===== src/rtl/rate_div_pkg.sv =====
// Shared clock/rate constants for the maze renderer's rate dividers.
// The optional phase-align input is enabled by defining RATE_DIV_SYNC_EN.
package rate_div_pkg;

  localparam int CLK_HZ = 50_000_000;

  function automatic int div_from_hz(input int hz);
    return CLK_HZ / hz;
  endfunction

  // DIV_1HZ needs a 26-bit counter; size CNT_W accordingly when using it.
  localparam int DIV_60HZ = div_from_hz(60);
  localparam int DIV_10HZ = div_from_hz(10);
  localparam int DIV_1HZ  = div_from_hz(1);

endpackage


===== src/rtl/rate_div_channel.sv =====
// One divider channel: divisor register, down-counter, tick and square wave.
// sync_i exists only when RATE_DIV_SYNC_EN is defined.
module rate_div_channel
  import rate_div_pkg::*;
#(
  parameter int CNT_W       = 23,
  parameter int DEFAULT_DIV = DIV_60HZ
) (
  input  logic             clk_i,
  input  logic             rst_ni,
  input  logic             en_i,
  input  logic             wr_stb_i,
  input  logic [CNT_W-1:0] wr_div_i,
`ifdef RATE_DIV_SYNC_EN
  input  logic             sync_i,
`endif
  output logic             tick_o,
  output logic             clkout_o
);

  logic [CNT_W-1:0] div_q, div_d, cnt_q, cnt_d;
  logic [CNT_W-1:0] src_div, reload;
  logic             tick_q, tick_d, clk_q, clk_d;

  always_comb begin
    // A write landing on a reload cycle feeds the reload directly.
    src_div = wr_stb_i ? wr_div_i : div_q;
    reload  = (src_div == '0) ? '0 : src_div - 1'b1;
    div_d   = src_div;
    cnt_d   = cnt_q;
    tick_d  = 1'b0;
    clk_d   = clk_q;
    if (!en_i) begin
      cnt_d = reload;
    end
`ifdef RATE_DIV_SYNC_EN
    else if (sync_i) begin
      cnt_d = reload;
      clk_d = 1'b0;
    end
`endif
    else if (cnt_q == '0) begin
      cnt_d  = reload;
      tick_d = 1'b1;
      clk_d  = ~clk_q;
    end else begin
      cnt_d = cnt_q - 1'b1;
    end
  end

  always_ff @(posedge clk_i or negedge rst_ni) begin
    if (!rst_ni) begin
      div_q  <= CNT_W'(DEFAULT_DIV);
      cnt_q  <= CNT_W'(DEFAULT_DIV - 1);
      tick_q <= 1'b0;
      clk_q  <= 1'b0;
    end else begin
      div_q  <= div_d;
      cnt_q  <= cnt_d;
      tick_q <= tick_d;
      clk_q  <= clk_d;
    end
  end

  assign tick_o   = tick_q;
  assign clkout_o = clk_q;

endmodule


===== src/rtl/rate_divider_multi.sv =====
// Multi-channel programmable rate divider; ticks are clock enables, clkout is not a clock.
// Define RATE_DIV_SYNC_EN to add the sync phase-align input.
module rate_divider_multi
  import rate_div_pkg::*;
#(
  parameter  int NUM_CH      = 4,
  parameter  int CNT_W       = 23,
  parameter  int DEFAULT_DIV = DIV_60HZ,
  localparam int CH_W        = (NUM_CH > 1) ? $clog2(NUM_CH) : 1
) (
  input  logic              clkin,
  input  logic              resetn,
  input  logic [NUM_CH-1:0] en,
  input  logic              wr_en,
  input  logic [CH_W-1:0]   wr_ch,
  input  logic [CNT_W-1:0]  wr_div,
`ifdef RATE_DIV_SYNC_EN
  input  logic              sync,
`endif
  output logic [NUM_CH-1:0] tick,
  output logic [NUM_CH-1:0] clkout
);

  // Out-of-range wr_ch matches no channel index, so such writes fall away.
  for (genvar c = 0; c < NUM_CH; c++) begin : g_ch
    rate_div_channel #(
      .CNT_W       (CNT_W),
      .DEFAULT_DIV (DEFAULT_DIV)
    ) u_ch (
      .clk_i    (clkin),
      .rst_ni   (resetn),
      .en_i     (en[c]),
      .wr_stb_i (wr_en && (wr_ch == CH_W'(c))),
      .wr_div_i (wr_div),
`ifdef RATE_DIV_SYNC_EN
      .sync_i   (sync),
`endif
      .tick_o   (tick[c]),
      .clkout_o (clkout[c])
    );
  end

endmodule


===== config.mk =====
export PLATFORM = sky130hd
export DESIGN_NAME = rate_divider_multi
export DESIGN_NICKNAME = d
export VERILOG_FILES = /design/src/rtl/rate_div_pkg.sv /design/src/rtl/rate_div_channel.sv /design/src/rtl/rate_divider_multi.sv
export SDC_FILE = /design/constraint.sdc
export NUM_CORES = 1
export LEC_CHECK = 0
export CELL_PAD_IN_SITES_DETAIL_PLACEMENT = 1
export CELL_PAD_IN_SITES_GLOBAL_PLACEMENT = 2
export CORE_ASPECT_RATIO = 0.9
export CORE_MARGIN = 10
export CORE_UTILIZATION = 25
export CTS_BUF_LIST = sky130_fd_sc_hd__clkbuf_8 sky130_fd_sc_hd__clkbuf_16
export CTS_CLUSTER_SIZE = 40
export DETAILED_ROUTE_END_ITERATION = 6
export PLACE_DENSITY_LB_ADDON = 0.08
export SKIP_LAST_GASP = 1
export SLEW_MARGIN = 20
export SYNTH_ARGS = -nofsm -noshare
export SYNTH_HDL_FRONTEND = slang
export SYNTH_SLANG_ARGS = --single-unit

===== constraint.sdc =====
create_clock -name clkin -period 7.86 [get_ports clkin]
set_input_delay 1.179 -clock clkin [delete_from_list [all_inputs] [get_ports clkin]]
set_output_delay 1.179 -clock clkin [all_outputs]
set_load 0.01 [all_outputs]

## Word-level counts from Yosys, hierarchy flattened

Cells that the tools add are included.

| storage, ports and cells | value |
|---|---|
| input port bits | 32 |
| word-level logic and storage cells | 72 |
| register bits | 192 |

| operators by class | value |
|---|---|
| reduce and logical (&&, ||, !) cells | 17 |
| bitwise operators | 4 |
| eq/ne operators | 3 |
| muxes and demuxes | 24 |
| add/subtract/negate cells | 8 |

Operator list:

| kind | number |
|---|---|
| 2-to-1 mux 23 bit | 16 |
| logical NOT 23 bit | 8 |
| subtractor 23 x 1 -> 23 bit, second input constant | 8 |
| 2-to-1 mux 1 bit | 8 |
| AND reduction 2 bit | 4 |
| equality test 2 bit, second input constant | 2 |
| logical AND 1 bit | 4 |
| inverter 1 bit | 4 |
| equality test 2 x 1 -> 1 bit, second input constant | 1 |
| logical NOT 2 bit | 1 |

## Longest topological paths before layout

Gate-level depths: netlist of the first run.

| logic depth | value |
|---|---|
| depth in word-level cells | 7 |
| gate-level depth with buffers | 17 |
| gate-level depth less buffers | 11 |

## By module

A second synthesis of the first run with hierarchy kept.

| second synthesis, totals | value |
|---|---|
| cells, all modules | 1114 |
| area total of the unflattened synthesis | 11408.4 µm² |

Modules (own cells, without submodules):

| module | times used | area an instance (µm²) | cells an instance | seq. area each (µm²) |
|---|---|---|---|---|
| rate_div_channel (g_ch[0].u_ch ...) | 2 | 2856.5 | 275 | 1229.9 |
| rate_div_channel (g_ch[2].u_ch ...) | 2 | 2829.0 | 280 | 1229.9 |
| rate_divider_multi | 1 | 37.5 | 4 | 0.0 |

## Worst setup path after synthesis of the first run

No wires, ideal clock.

| path | value |
|---|---|
| kind | input -> register |
| from | input port wr_ch[0] |
| to | register g_ch[3].u_ch.cnt_q[18] |
| stages | 12 |
| required time | 7.783 ns |
| arrival time | 4.263 ns |
| library setup time | 0.077 ns |
| setup slack | 3.520 ns |
| path buffers | 4 |
| cells stage by stage | clkbuf_1 -> nand3_1 -> clkbuf_1 -> clkbuf_1 -> buf_1 -> mux2i_1 -> ha_1 -> o211ai_1 -> a21oi_1 -> nand2_1 -> or4b_1 -> a31oi_1 |

| between the ends | value |
|---|---|
| cells in the longest elaborated chain, start to end | 7 |
| elaborated cells on any way between the ends | 8 |
| classes of those cells | add/sub: 1; eq/ne: 1; mux: 4; reduce/logical: 2 |

RTL lines:

| item | RTL line | source |
|---|---|---|
| start, declared | rate_divider_multi.sv:15 | `input logic [CH_W-1:0] wr_ch,` |
| equality test 2 bit (*) | rate_divider_multi.sv:33 | `.wr_stb_i (wr_en && (wr_ch == CH_W'(c))),` |
| logical AND 1 bit (*) | rate_divider_multi.sv:33 |  |
| 2-to-1 mux 23 bit (*) | rate_div_channel.sv:27 | `src_div = wr_stb_i ? wr_div_i : div_q;` |
| subtractor 23 x 1 -> 23 bit / logical NOT 23 bit (equally long branches) | rate_div_channel.sv:28 | `reload = (src_div == '0) ? '0 : src_div - 1'b1;` |
| 2-to-1 mux 23 bit (*) | rate_div_channel.sv:28 |  |
| 2-to-1 mux 23 bit | rate_div_channel.sv:42 | `else if (cnt_q == '0) begin` |
| 2-to-1 mux 23 bit (*) | rate_div_channel.sv:33 | `if (!en_i) begin` |
| named net g_ch[3].u_ch.cnt_d[18] | rate_div_channel.sv:21 | `logic [CNT_W-1:0] div_q, div_d, cnt_q, cnt_d;` |
| end signal, assigned | rate_div_channel.sv:54 | `cnt_q <= CNT_W'(DEFAULT_DIV - 1);` |
| end signal, assigned | rate_div_channel.sv:59 | `cnt_q <= cnt_d;` |
| end, declared | rate_div_channel.sv:21 |  |

The timed path passes the listed nets; every way through them passes the cells marked *.
A chain may end at the register's enable or synchronous reset.

## Worst setup path in the final report of the first run

| path | value |
|---|---|
| from | input port wr_ch[0] |
| to | register g_ch[3].u_ch.cnt_q[3] |

Same word-level chain as after synthesis.

==> flow_summary.toml, run 1 <==
[place]
dp_hpwl_microns = 27900
place.gp.congestion = 0.733
placement.io_buffers = 39
placed_cells_incl_taps = 1845

[setup_path]
critPathSlowestCell = "sky130_fd_sc_hd__clkdlybuf4s50_1"
total_number_of_cells_along_the_worst_setup_path = 10
critical_path_arrival_ns = 4.92
worstPathCellList = "clkdlybuf4s50_1 > nand3_1 > buf_4 > mux2i_1 > ha_1 > o211ai_1 > a21oi_1 > nand4b_1 > nand2_1 > o22ai_1"
first_element_of_the_critical_path = "wr_ch[0]"
r2r_slack_ns = 4.57
timing.critical_path.fanout_max = 10
critical_path.n_buffers_inverters = 2
critical_path_class = "in2reg"
worstReg2RegStart = "g_ch[2].u_ch.cnt_q[6]"
setup.worst_path.end = "g_ch[3].u_ch.cnt_q[3]"
cp.required_ns = 8.19
critical_path.startpoint_type = "primary input"
worst_path_dominant_cell_family = "simple AND/OR/NAND/NOR gates"
max_stage_delay_ns = 0.64
reg2reg_depth = 6
timing.rr.end = "g_ch[2].u_ch.cnt_q[8]"
timing.critical_path.to_type = "flip-flop"

[sta]
final-max-slew-violation-count = 0
worst_hold_margin_ns = 0.464
relSlewSlack_pct = 25.8
final.setup_skew_ns = 0.0123
tns_ns = 0
min_period_ns = 4.59
finalHoldViolations = 0
tightestPinTransition_ns = 1.11
max_freq_mhz = 218
final.period_utilization_pct = 58.4
setup-violations-final = 0
setup_repair_after_global_routing_missed_its_margin = "no"

[floorplanning]
core_sq_um = 44300
floorplan.die.width_microns = 244
die_area_sq_um = 53900
rows = 73
floorplan.initialDensity_pct = 25.4
die_y_microns = 221
ioPinCount = 40

[synth]
ys_async_sr_fraction_pct = 100
syn-num-nets = 1288
synth_cells = 1248
ys.warnings.count = 0
synth_largest_area_cell = "sky130_fd_sc_hd__dfrtp_1"
synth_area_leaders = "sky130_fd_sc_hd__dfrtp_1 (22%), sky130_fd_sc_hd__dfstp_2 (21%), sky130_fd_sc_hd__nand2_1 (7.1%), sky130_fd_sc_hd__xnor2_1 (6.4%), sky130_fd_sc_hd__mux2i_1 (4.1%)"
ys_types = 71
synth-seq-area-share_pct = 43.7
area_of_the_mapped_netlist_sq_um = 11200
number_of_enable_flip_flop_cells_after_synthesis = 0
synth_top_cell_area_share_pct = 22.3
postSynthRegisterBits = 192
synth_ff_type = "sky130_fd_sc_hd__dfrtp_1"
syn-mean-instance-area_sq_um = 9.01

[cells_and_area]
final_net_count = 1304
final_common_cell = "sky130_fd_sc_hd__nand2_1"
fillers = 5169
area_growth_pct = 14.2
share_of_layout_cells_above_drive_strength_1_pct = 14.2
final_cell_mix = "sky130_fd_sc_hd__nand2_1 (212), sky130_fd_sc_hd__dfrtp_1 (100), sky130_fd_sc_hd__dfstp_2 (92)"
final_non_filler_cells = 1879

[clock_tree]
clk_pin_slew_worst_paths_ns = 0.07
numCtsBuffers = 17
cts_tree = "yes"
cts_root_buf = "sky130_fd_sc_hd__clkbuf_16"
clock_tree_buffer_depth = 2
h-tree-depth = 4
cts_resized = 0
cts_hold_bufs = 0
clk-insertion-delay-late_ns = 0.46
cts.repair_timing.setup_buffer_count = 0
number_of_clock_sinks = 192

[global_routing]
number_of_antenna_violations_at_the_first_check_in_global_routing = 3
grt_start_max_net_pins = 97
grt_util_all_layers_pct = 14.6
grt-ovfl-total = 0
grt_first_pass_wirelength_microns = 60900
via_count_of_the_first_global_routing_pass = 9867

[power_and_ir_drop]
power_per_cell_area_nw_per_um2 = 242
p_leak_nw = 5.14
worst_vdd_drop_v = 0.000152
power_mw = 3.11

[hold_path]
min-delay-path-class = "reg2reg"

[route]
wl_per_cell_microns = 20.6
route.detailed.vias_per_inst = 4.83
vias = 9083
remaining_drc_errors = 0
drt_iter0_markers = 493
totalWireLength_microns = 38800
drt_first_pass_iters = 4
antenna_left = 0

[run_status]
outcome = "finished clean"

[job]
drv_cap = 0
## cell families (layout without fill, tap and decap cells)
group	count (synthesis)	in the layout	synth area share, %
XOR/XNOR	132	132	10.3
flip-flops	192	192	43.7
multiplexers	58	58	5.30
buffers and inverters	114	143	4.33
AND/OR/NAND/NOR	549	549	24.0
other	0	2	0
adder cells (fa/ha/maj)	8	8	0.890
AO/OA/AOI/OAI	195	195	11.5
## worst min path at each step
stage | slack (ns) | from | to | cells after the start
6_report | 0.46 | g_ch[1].u_ch.clkout_o | g_ch[1].u_ch.clkout_o | 1
5_1_grt | 0.49 | g_ch[3].u_ch.clkout_o | g_ch[3].u_ch.clkout_o | 1
4_1_cts | 0.47 | g_ch[1].u_ch.clkout_o | g_ch[1].u_ch.clkout_o | 1
3_5_place_dp | 0.46 | g_ch[2].u_ch.clkout_o | g_ch[2].u_ch.clkout_o | 1
3_3_place_gp | 0.46 | g_ch[3].u_ch.clkout_o | g_ch[3].u_ch.clkout_o | 1
2_1_floorplan | 0.44 | g_ch[0].u_ch.clkout_o | g_ch[0].u_ch.clkout_o | 1
## Yosys cell counts (12+ instances only)
master and instances:
sky130_fd_sc_hd__a21oi_1 35, sky130_fd_sc_hd__clkbuf_1 38, sky130_fd_sc_hd__dfrtp_1 100, sky130_fd_sc_hd__dfstp_2 92, sky130_fd_sc_hd__inv_1 48, sky130_fd_sc_hd__mux2_2 12, sky130_fd_sc_hd__mux2i_1 46, sky130_fd_sc_hd__nand2_1 212
sky130_fd_sc_hd__nand3_1 60, sky130_fd_sc_hd__nand3b_1 14, sky130_fd_sc_hd__nand4_1 14, sky130_fd_sc_hd__nor2_1 69, sky130_fd_sc_hd__nor3_1 58, sky130_fd_sc_hd__nor4_1 28, sky130_fd_sc_hd__o21ai_0 39, sky130_fd_sc_hd__o22ai_1 35
sky130_fd_sc_hd__o31ai_1 15, sky130_fd_sc_hd__or3_1 25, sky130_fd_sc_hd__or4_1 16, sky130_fd_sc_hd__xnor2_1 82, sky130_fd_sc_hd__xor2_1 50
## cell type report
class | count | area, sq um | area share [%]
Clock inverter | 10 | 71.3 | 0.555
Multi-Input combinational cell | 942 | 5850 | 45.5
Timing Repair Buffer | 63 | 574 | 4.47
Tap cell | 600 | 751 | 5.84
Inverter | 48 | 180 | 1.40
Antenna cell | 2 | 5.00 | 0.0390
Sequential cell | 192 | 4920 | 38.3
Clock buffer | 22 | 494 | 3.85
## layer usage
metal  share of wire (%)  up-vias  GRT usage, %
li1                    -     4405             -
met1                  48     4544          20.1
met2                  45      117          22.9
met3                 5.5       17          3.08
met4                0.96        0          3.31
met5                   0        -             0
## worst reg2reg max path: stages, from the launching register on
cell and delay [ns]:
sky130_fd_sc_hd__dfrtp_1 0.44, sky130_fd_sc_hd__or4_4 0.57, sky130_fd_sc_hd__or4_1 0.69, sky130_fd_sc_hd__or2_1 0.39, sky130_fd_sc_hd__o21ai_4 0.65, sky130_fd_sc_hd__nand2_4 0.19, sky130_fd_sc_hd__o32ai_2 0.29
## flip-flops by register name (all words and copies together), names as in the netlist, named ones only
register and flops:
g_ch.u_ch.cnt_q 92, g_ch.u_ch.div_q 91, g_ch.u_ch.clkout_o 4, g_ch.u_ch.tick_o 4
## where the power goes
| part | switching [mW] | internal [mW] |
|---|---|---|
| logic | 0.459 | 0.333 |
| registers | 0.174 | 1.26 |
| clock network | 0.407 | 0.472 |
## through the flow
step / util [%] / setup slack, ns / area, sq um
2_1_floorplan: - / 3.52 / 11200
3_3_place_gp: 27.7 / 2.87 / 12300
3_5_place_dp: 27.7 / 2.74 / 12300
4_1_cts: 29.0 / 3.23 / 12800
5_1_grt: 29.0 / 2.76 / 12800
6_report: 29.0 / 3.27 / 12800
No activity file was read; power rests on OpenSTA's default activity.
==> inputs of run 2 (changes only) <==
Clock period 7.86 ns to 4.8 ns, I/O delays scaled along.
==> run 2 against run 1 <==
Net effect: critical path depth shrank 1; first-iteration DRC count up 13%; clock skew barely moved; critical endpoint unchanged.
==> flow_summary.toml, run 2 (same netlist as run 1, synthesis figures left out) <==
[run_status]
outcome = "finished clean"

[sta]
min_period_ns = 3.85
setup_repair_after_global_routing_missed_its_margin = "no"
final-max-slew-violation-count = 0
setup-violations-final = 0
max_freq_mhz = 260
finalHoldViolations = 0
final.setup_skew_ns = 0.0122
relSlewSlack_pct = 38.1
worst_hold_margin_ns = 0.278
tightestPinTransition_ns = 0.920
tns_ns = 0
final.period_utilization_pct = 80.2

[cells_and_area]
layout_top_registers = "g_ch.u_ch.cnt_q x92, g_ch.u_ch.div_q x91"
area_growth_pct = 15.8
final_common_cell = "sky130_fd_sc_hd__nand2_1"
antenna_fix_cells = 0
largest_register_ffs = 92
final_net_count = 1321
final_cell_mix = "sky130_fd_sc_hd__nand2_1 (212), sky130_fd_sc_hd__dfrtp_1 (100), sky130_fd_sc_hd__dfstp_2 (92)"
top_register = "g_ch.u_ch.cnt_q"
share_of_layout_cells_above_drive_strength_1_pct = 15.6

[clock_tree]
cts_root_buf = "sky130_fd_sc_hd__clkbuf_16"
clk-insertion-delay-late_ns = 0.46
cts.repair_timing.setup_buffer_count = 0
cts_hold_bufs = 0
number_of_clock_sinks = 192
clk_pin_slew_worst_paths_ns = 0.07
cts_tree = "yes"
clock_tree_buffer_depth = 2
h-tree-depth = 4
cts_resized = 0
numCtsBuffers = 17

[place]
dp_hpwl_microns = 29400
placement.io_buffers = 39
place.gp.congestion = 0.770

[setup_path]
timing.critical_path.fanout_max = 9
worstPathCellList = "clkdlybuf4s50_1 > nand3_1 > mux2i_1 > ha_1 > o211ai_1 > a21oi_1 > nand4b_1 > nand2_1 > o22ai_1"
max_stage_delay_ns = 0.66
critPathSlowestCell = "sky130_fd_sc_hd__clkdlybuf4s50_1"
worst_path_dominant_cell_family = "simple AND/OR/NAND/NOR gates"
cp.required_ns = 5.11
critical_path.n_buffers_inverters = 1
timing.critical_path.to_type = "flip-flop"
critical_path_class = "in2reg"
first_element_of_the_critical_path = "wr_ch[1]"
critical_path.startpoint_type = "primary input"
worstReg2RegStart = "g_ch[0].u_ch.cnt_q[8]"
critical_path_arrival_ns = 4.16

[job]
drv_cap = 0

[global_routing]
grt_start_max_net_pins = 90
via_count_of_the_first_global_routing_pass = 9830
number_of_antenna_violations_at_the_first_check_in_global_routing = 1
grt_first_pass_wirelength_microns = 61900
grt_util_all_layers_pct = 14.8
grt-ovfl-total = 0

[route]
remaining_drc_errors = 0
antenna_left = 0
route.detailed.vias_per_inst = 4.89
drt_first_pass_iters = 7
vias = 9270
totalWireLength_microns = 39900
drt_iter0_markers = 556
wl_per_cell_microns = 21.1

[power_and_ir_drop]
swShare_pct = 33.2
cell_internal_pwr_mw = 3.48
p_leak_nw = 5.24
switching_power_mw = 1.73
power.share.clock_pct = 29.6
combinationalPowerShare_pct = 25.3
worst_vdd_drop_v = 0.000244
pwr-share-seq_pct = 45.1
power_per_cell_area_nw_per_um2 = 400

[hold_path]
min-delay-path-class = "in2async"

[floorplanning]
floorplan.initialDensity_pct = 25.4
die_y_microns = 221
die_area_sq_um = 53900
core_sq_um = 44300
rows = 73
ioPinCount = 40
floorplan.die.width_microns = 244
==> run 2: cell count changes in the layout (fill, tap and decap cells not counted), sizes merged <==
cell	before	now
buf	24	41
bufinv	1	3
clkbuf	23	21
clkinv	3	7
diode	2	0
inv	53	49
==> run 2: power groups by stage <==
stage	sequential (mW)	clock, mW	combinational [mW]
2_1_floorplan	2.29	0	0.944
3_3_place_gp	2.37	0	1.33
3_5_place_dp	2.37	0	1.34
4_1_cts	2.35	1.62	1.35
5_1_grt	2.41	1.68	1.49
6_report	2.34	1.54	1.31
==> run 2: final cells by class <==
| cell class | instances | area (sq um) |
|---|---|---|
| Clock buffer | 20 | 467 |
| Clock inverter | 12 | 140 |
| Fill cell | 5139 | 31300 |
| Inverter | 48 | 180 |
| Multi-Input combinational cell | 942 | 5850 |
| Sequential cell | 192 | 4920 |
| Tap cell | 600 | 751 |
| Timing Repair Buffer | 80 | 714 |
==> run 2: final timing paths <==
path | slack [ns] | end | cells after the start
setup reg to reg | 1.48 | g_ch[0].u_ch.cnt_q[10] | 6
min in group clkin | 0.47 | g_ch[2].u_ch.clkout_o | 1
setup / recovery | 0.95 | g_ch[3].u_ch.cnt_q[3] | 9
hold reg to reg | 0.47 | g_ch[2].u_ch.clkout_o | 1
hold / removal | 0.28 | g_ch[2].u_ch.clkout_o | 1
max in group asynchronous | 3.43 | g_ch[1].u_ch.cnt_q[19] | 2
==> run 2: worst reg2reg max path, cell delays in order, from the launching register on <==
cell and delay, ns:
sky130_fd_sc_hd__dfstp_2 0.39, sky130_fd_sc_hd__nor4_1 0.52, sky130_fd_sc_hd__nand2_1 0.28, sky130_fd_sc_hd__nor3_1 0.62, sky130_fd_sc_hd__a21o_1 0.60, sky130_fd_sc_hd__nand2_1 0.52
sky130_fd_sc_hd__o22ai_1 0.31
==> run 2: through the flow <==
| step | instances | setup WS (ns) | instance area (sq um) | power [mW] | util [%] |
|---|---|---|---|---|---|
| finish | 1894 | 0.949 | 13000 | 5.20 | 29.4 |
| CTS | 1894 | 0.982 | 13000 | 5.32 | 29.4 |
| global route | 1894 | 0.679 | 13000 | 5.58 | 29.4 |
| detailed placement | 1862 | 0.486 | 12400 | 3.71 | 28.0 |
| global placement | 1862 | 0.622 | 12400 | 3.71 | 28.0 |
| floorplan | 1248 | 0.919 | 11200 | 3.23 | - |
==> run 2: routing by layer <==
layer | track usage [%] | wire, microns | up-vias
met1 | 21.0 | 20300 | 4699
li1 | - | - | 4452
met5 | 0 | 0 | -
met4 | 2.39 | 224 | 0
met3 | 3.38 | 1380 | 11
met2 | 22.9 | 18100 | 108
==> inputs of run 3 (changes only) <==
Clock period 4.8 ns to 3.45 ns, I/O delays scaled along.
==> run 3 against run 2 <==
Net effect: non-clock buffer count rose by 68; first-iteration DRC count fell by 24%; critical path depth fell by 2; combinational power rose by 47%; sequential power rose by 39%; utilization rose by 1.3 points; worst hold slack improved by 0.19 ns; via count rose by 2.7%; critical path type is now reg2reg; critical endpoint is now g_ch[3].u_ch.cnt_q[22]; largest cell class unchanged.
==> flow_summary.toml, run 3 (same netlist as run 1, synthesis figures left out) <==
[cells_and_area]
final_common_cell = "sky130_fd_sc_hd__nand2_1"
share_of_layout_cells_above_drive_strength_1_pct = 19.7
final_net_count = 1389
area_growth_pct = 21.0
top_register = "g_ch.u_ch.cnt_q"
largest_register_ffs = 92
layout_top_registers = "g_ch.u_ch.cnt_q x92, g_ch.u_ch.div_q x91"
final_core_utilization_pct = 30.7
layout.cell_area.non_filler_sq_um = 13600
final_cell_mix = "sky130_fd_sc_hd__nand2_1 (212), sky130_fd_sc_hd__buf_4 (102), sky130_fd_sc_hd__dfrtp_1 (100)"

[sta]
tightestPinTransition_ns = 0.647
worst_hold_margin_ns = 0.467
relSlewSlack_pct = 56.5
setup-violations-final = 0
max_freq_mhz = 334
min_period_ns = 3.00
final.period_utilization_pct = 86.9
setup_repair_after_global_routing_missed_its_margin = "no"
final-max-slew-violation-count = 0
layout_setup_ws_ns = 0.453
finalHoldViolations = 0
final.setup_skew_ns = 0.0120

[place]
dp_hpwl_microns = 30700
placement.io_buffers = 39
preCtsSetupSlack_ns = 0.0574
place.gp.congestion = 0.789
dpl_cell_area_sq_um = 13000

[route]
wl_per_cell_microns = 20.6
route.detailed.vias_per_inst = 4.85
remaining_drc_errors = 0
drt_first_pass_iters = 5
antenna_left = 0
vias = 9521
totalWireLength_microns = 40500
drt_iter0_markers = 422

[power_and_ir_drop]
pwr-share-seq_pct = 44.3
cell_internal_pwr_mw = 4.94
power.share.clock_pct = 29.6
power_per_cell_area_nw_per_um2 = 541
power_mw = 7.37
swShare_pct = 33.0
switching_power_mw = 2.43
worst_vdd_drop_v = 0.000364
combinationalPowerShare_pct = 26.1
p_leak_nw = 5.59

[global_routing]
grt.busiest_layer = "met2"
grt_util_all_layers_pct = 15.2
via_count_of_the_first_global_routing_pass = 10300
gr-usage-met2_pct = 23.5
grtUsageMet3_pct = 3.29
grt_first_pass_wirelength_microns = 63200
grt_start_max_net_pins = 58
global_route.usage.met1_pct = 21.6
grt-ovfl-total = 0
number_of_antenna_violations_at_the_first_check_in_global_routing = 0

[clock_tree]
h-tree-depth = 4
cts_tree = "yes"
clk-insertion-delay-late_ns = 0.46
numCtsBuffers = 17
cts_root_buf = "sky130_fd_sc_hd__clkbuf_16"
number_of_clock_sinks = 192
clock_tree_buffer_depth = 2
cts.repair_timing.setup_buffer_count = 0
clk_pin_slew_worst_paths_ns = 0.07

[hold_path]
hold-path-endpoint = "g_ch[2].u_ch.clkout_o"
hold_depth = 1
min-delay-path-class = "reg2reg"
holdCritStartpoint = "g_ch[2].u_ch.clkout_o"

[floorplanning]
die_y_microns = 221
rows = 73
floorplan.initialDensity_pct = 25.4
core_sq_um = 44300
die_area_sq_um = 53900
floorplan.die.width_microns = 244
ioPinCount = 40

[job]
drv_cap = 0

[setup_path]
critical_path_class = "reg2reg"
timing.rr.end = "g_ch[3].u_ch.cnt_q[22]"
cp.required_ns = 3.85
critical_path.startpoint_type = "flip-flop"
timing.critical_path.to_type = "flip-flop"
r2r_slack_ns = 0.45
timing.critical_path.fanout_max = 8
critical_path_arrival_ns = 3.40
worstReg2RegStart = "g_ch[3].u_ch.cnt_q[13]"
reg2reg_depth = 7

[run_status]
outcome = "finished clean"
## run 3: changes by cell type in the layout (fill, tap and decap cells not counted), moves of 2 or more
cell / previous run / this run
sky130_fd_sc_hd__clkbuf_8: 4 / 2
sky130_fd_sc_hd__buf_4: 40 / 102
sky130_fd_sc_hd__clkinvlp_4: 1 / 3
sky130_fd_sc_hd__inv_1: 49 / 51
sky130_fd_sc_hd__clkinv_2: 6 / 4
sky130_fd_sc_hd__buf_12: 1 / 6
## run 3: final cells by class
| class | count | area, sq um |
|---|---|---|
| diodes | 1 | 2.50 |
| clock buffers | 18 | 439 |
| clock inverters | 14 | 174 |
| fillers | 5122 | 30700 |
| inverters | 48 | 180 |
| multi-input cells | 942 | 5850 |
| flip-flops and latches | 192 | 4920 |
| well taps | 600 | 751 |
| repair buffers | 148 | 1290 |
## run 3: timing repair
action	in CTS	in global routing
gates resized for setup	0	1
hold buffers	1	0
endpoints found under the setup margin	0	14
hold endpoints to repair	11	0
## run 3: metrics by stage
stage / std cells / setup TNS, ns
6_report: 1963 / 0
5_1_grt: 1962 / 0
4_1_cts: 1962 / 0
3_5_place_dp: 1929 / 0
3_3_place_gp: 1929 / 0
2_1_floorplan: 1248 / -0.0233
## run 3: routing by layer
metal	routed length (microns)	part of all wire [%]	vias up
met3	1520	3.7	13
met4	289	0.71	0
met2	18300	45	103
li1	-	-	4586
met1	20400	50	4819
met5	0	0	-
## run 3: worst max-delay path by stage
stage | start | to | slack (ns) | depth (start not counted)
2_1_floorplan | wr_ch[0] | g_ch[3].u_ch.cnt_q[18] | -0.02 | 12
3_3_place_gp | wr_en | g_ch[3].u_ch.cnt_q[22] | 0.05 | 12
3_5_place_dp | wr_ch[1] | g_ch[2].u_ch.cnt_q[14] | 0.06 | 11
4_1_cts | g_ch[3].u_ch.cnt_q[13] | g_ch[3].u_ch.cnt_q[22] | 0.32 | 7
5_1_grt | g_ch[3].u_ch.cnt_q[13] | g_ch[3].u_ch.cnt_q[22] | 0.04 | 7
6_report | g_ch[3].u_ch.cnt_q[13] | g_ch[3].u_ch.cnt_q[22] | 0.45 | 7
## run 3: critical path, cell delays in order (launching register included)
cell and delay, ns:
sky130_fd_sc_hd__dfstp_2 0.39, sky130_fd_sc_hd__or4_1 0.59, sky130_fd_sc_hd__nor4_1 0.52, sky130_fd_sc_hd__nor4b_2 0.39, sky130_fd_sc_hd__nand2b_1 0.47, sky130_fd_sc_hd__o311ai_0 0.32, sky130_fd_sc_hd__buf_4 0.21, sky130_fd_sc_hd__nand2_1 0.04
## run 3: power by group through the flow
stage | clock network, mW | logic, mW | registers [mW]
3_3_place_gp | 0 | 1.95 | 3.30
3_5_place_dp | 0 | 1.96 | 3.30
6_report | 2.18 | 1.92 | 3.26
2_1_floorplan | 0 | 1.31 | 3.19
4_1_cts | 2.27 | 1.97 | 3.27
5_1_grt | 2.37 | 2.18 | 3.35
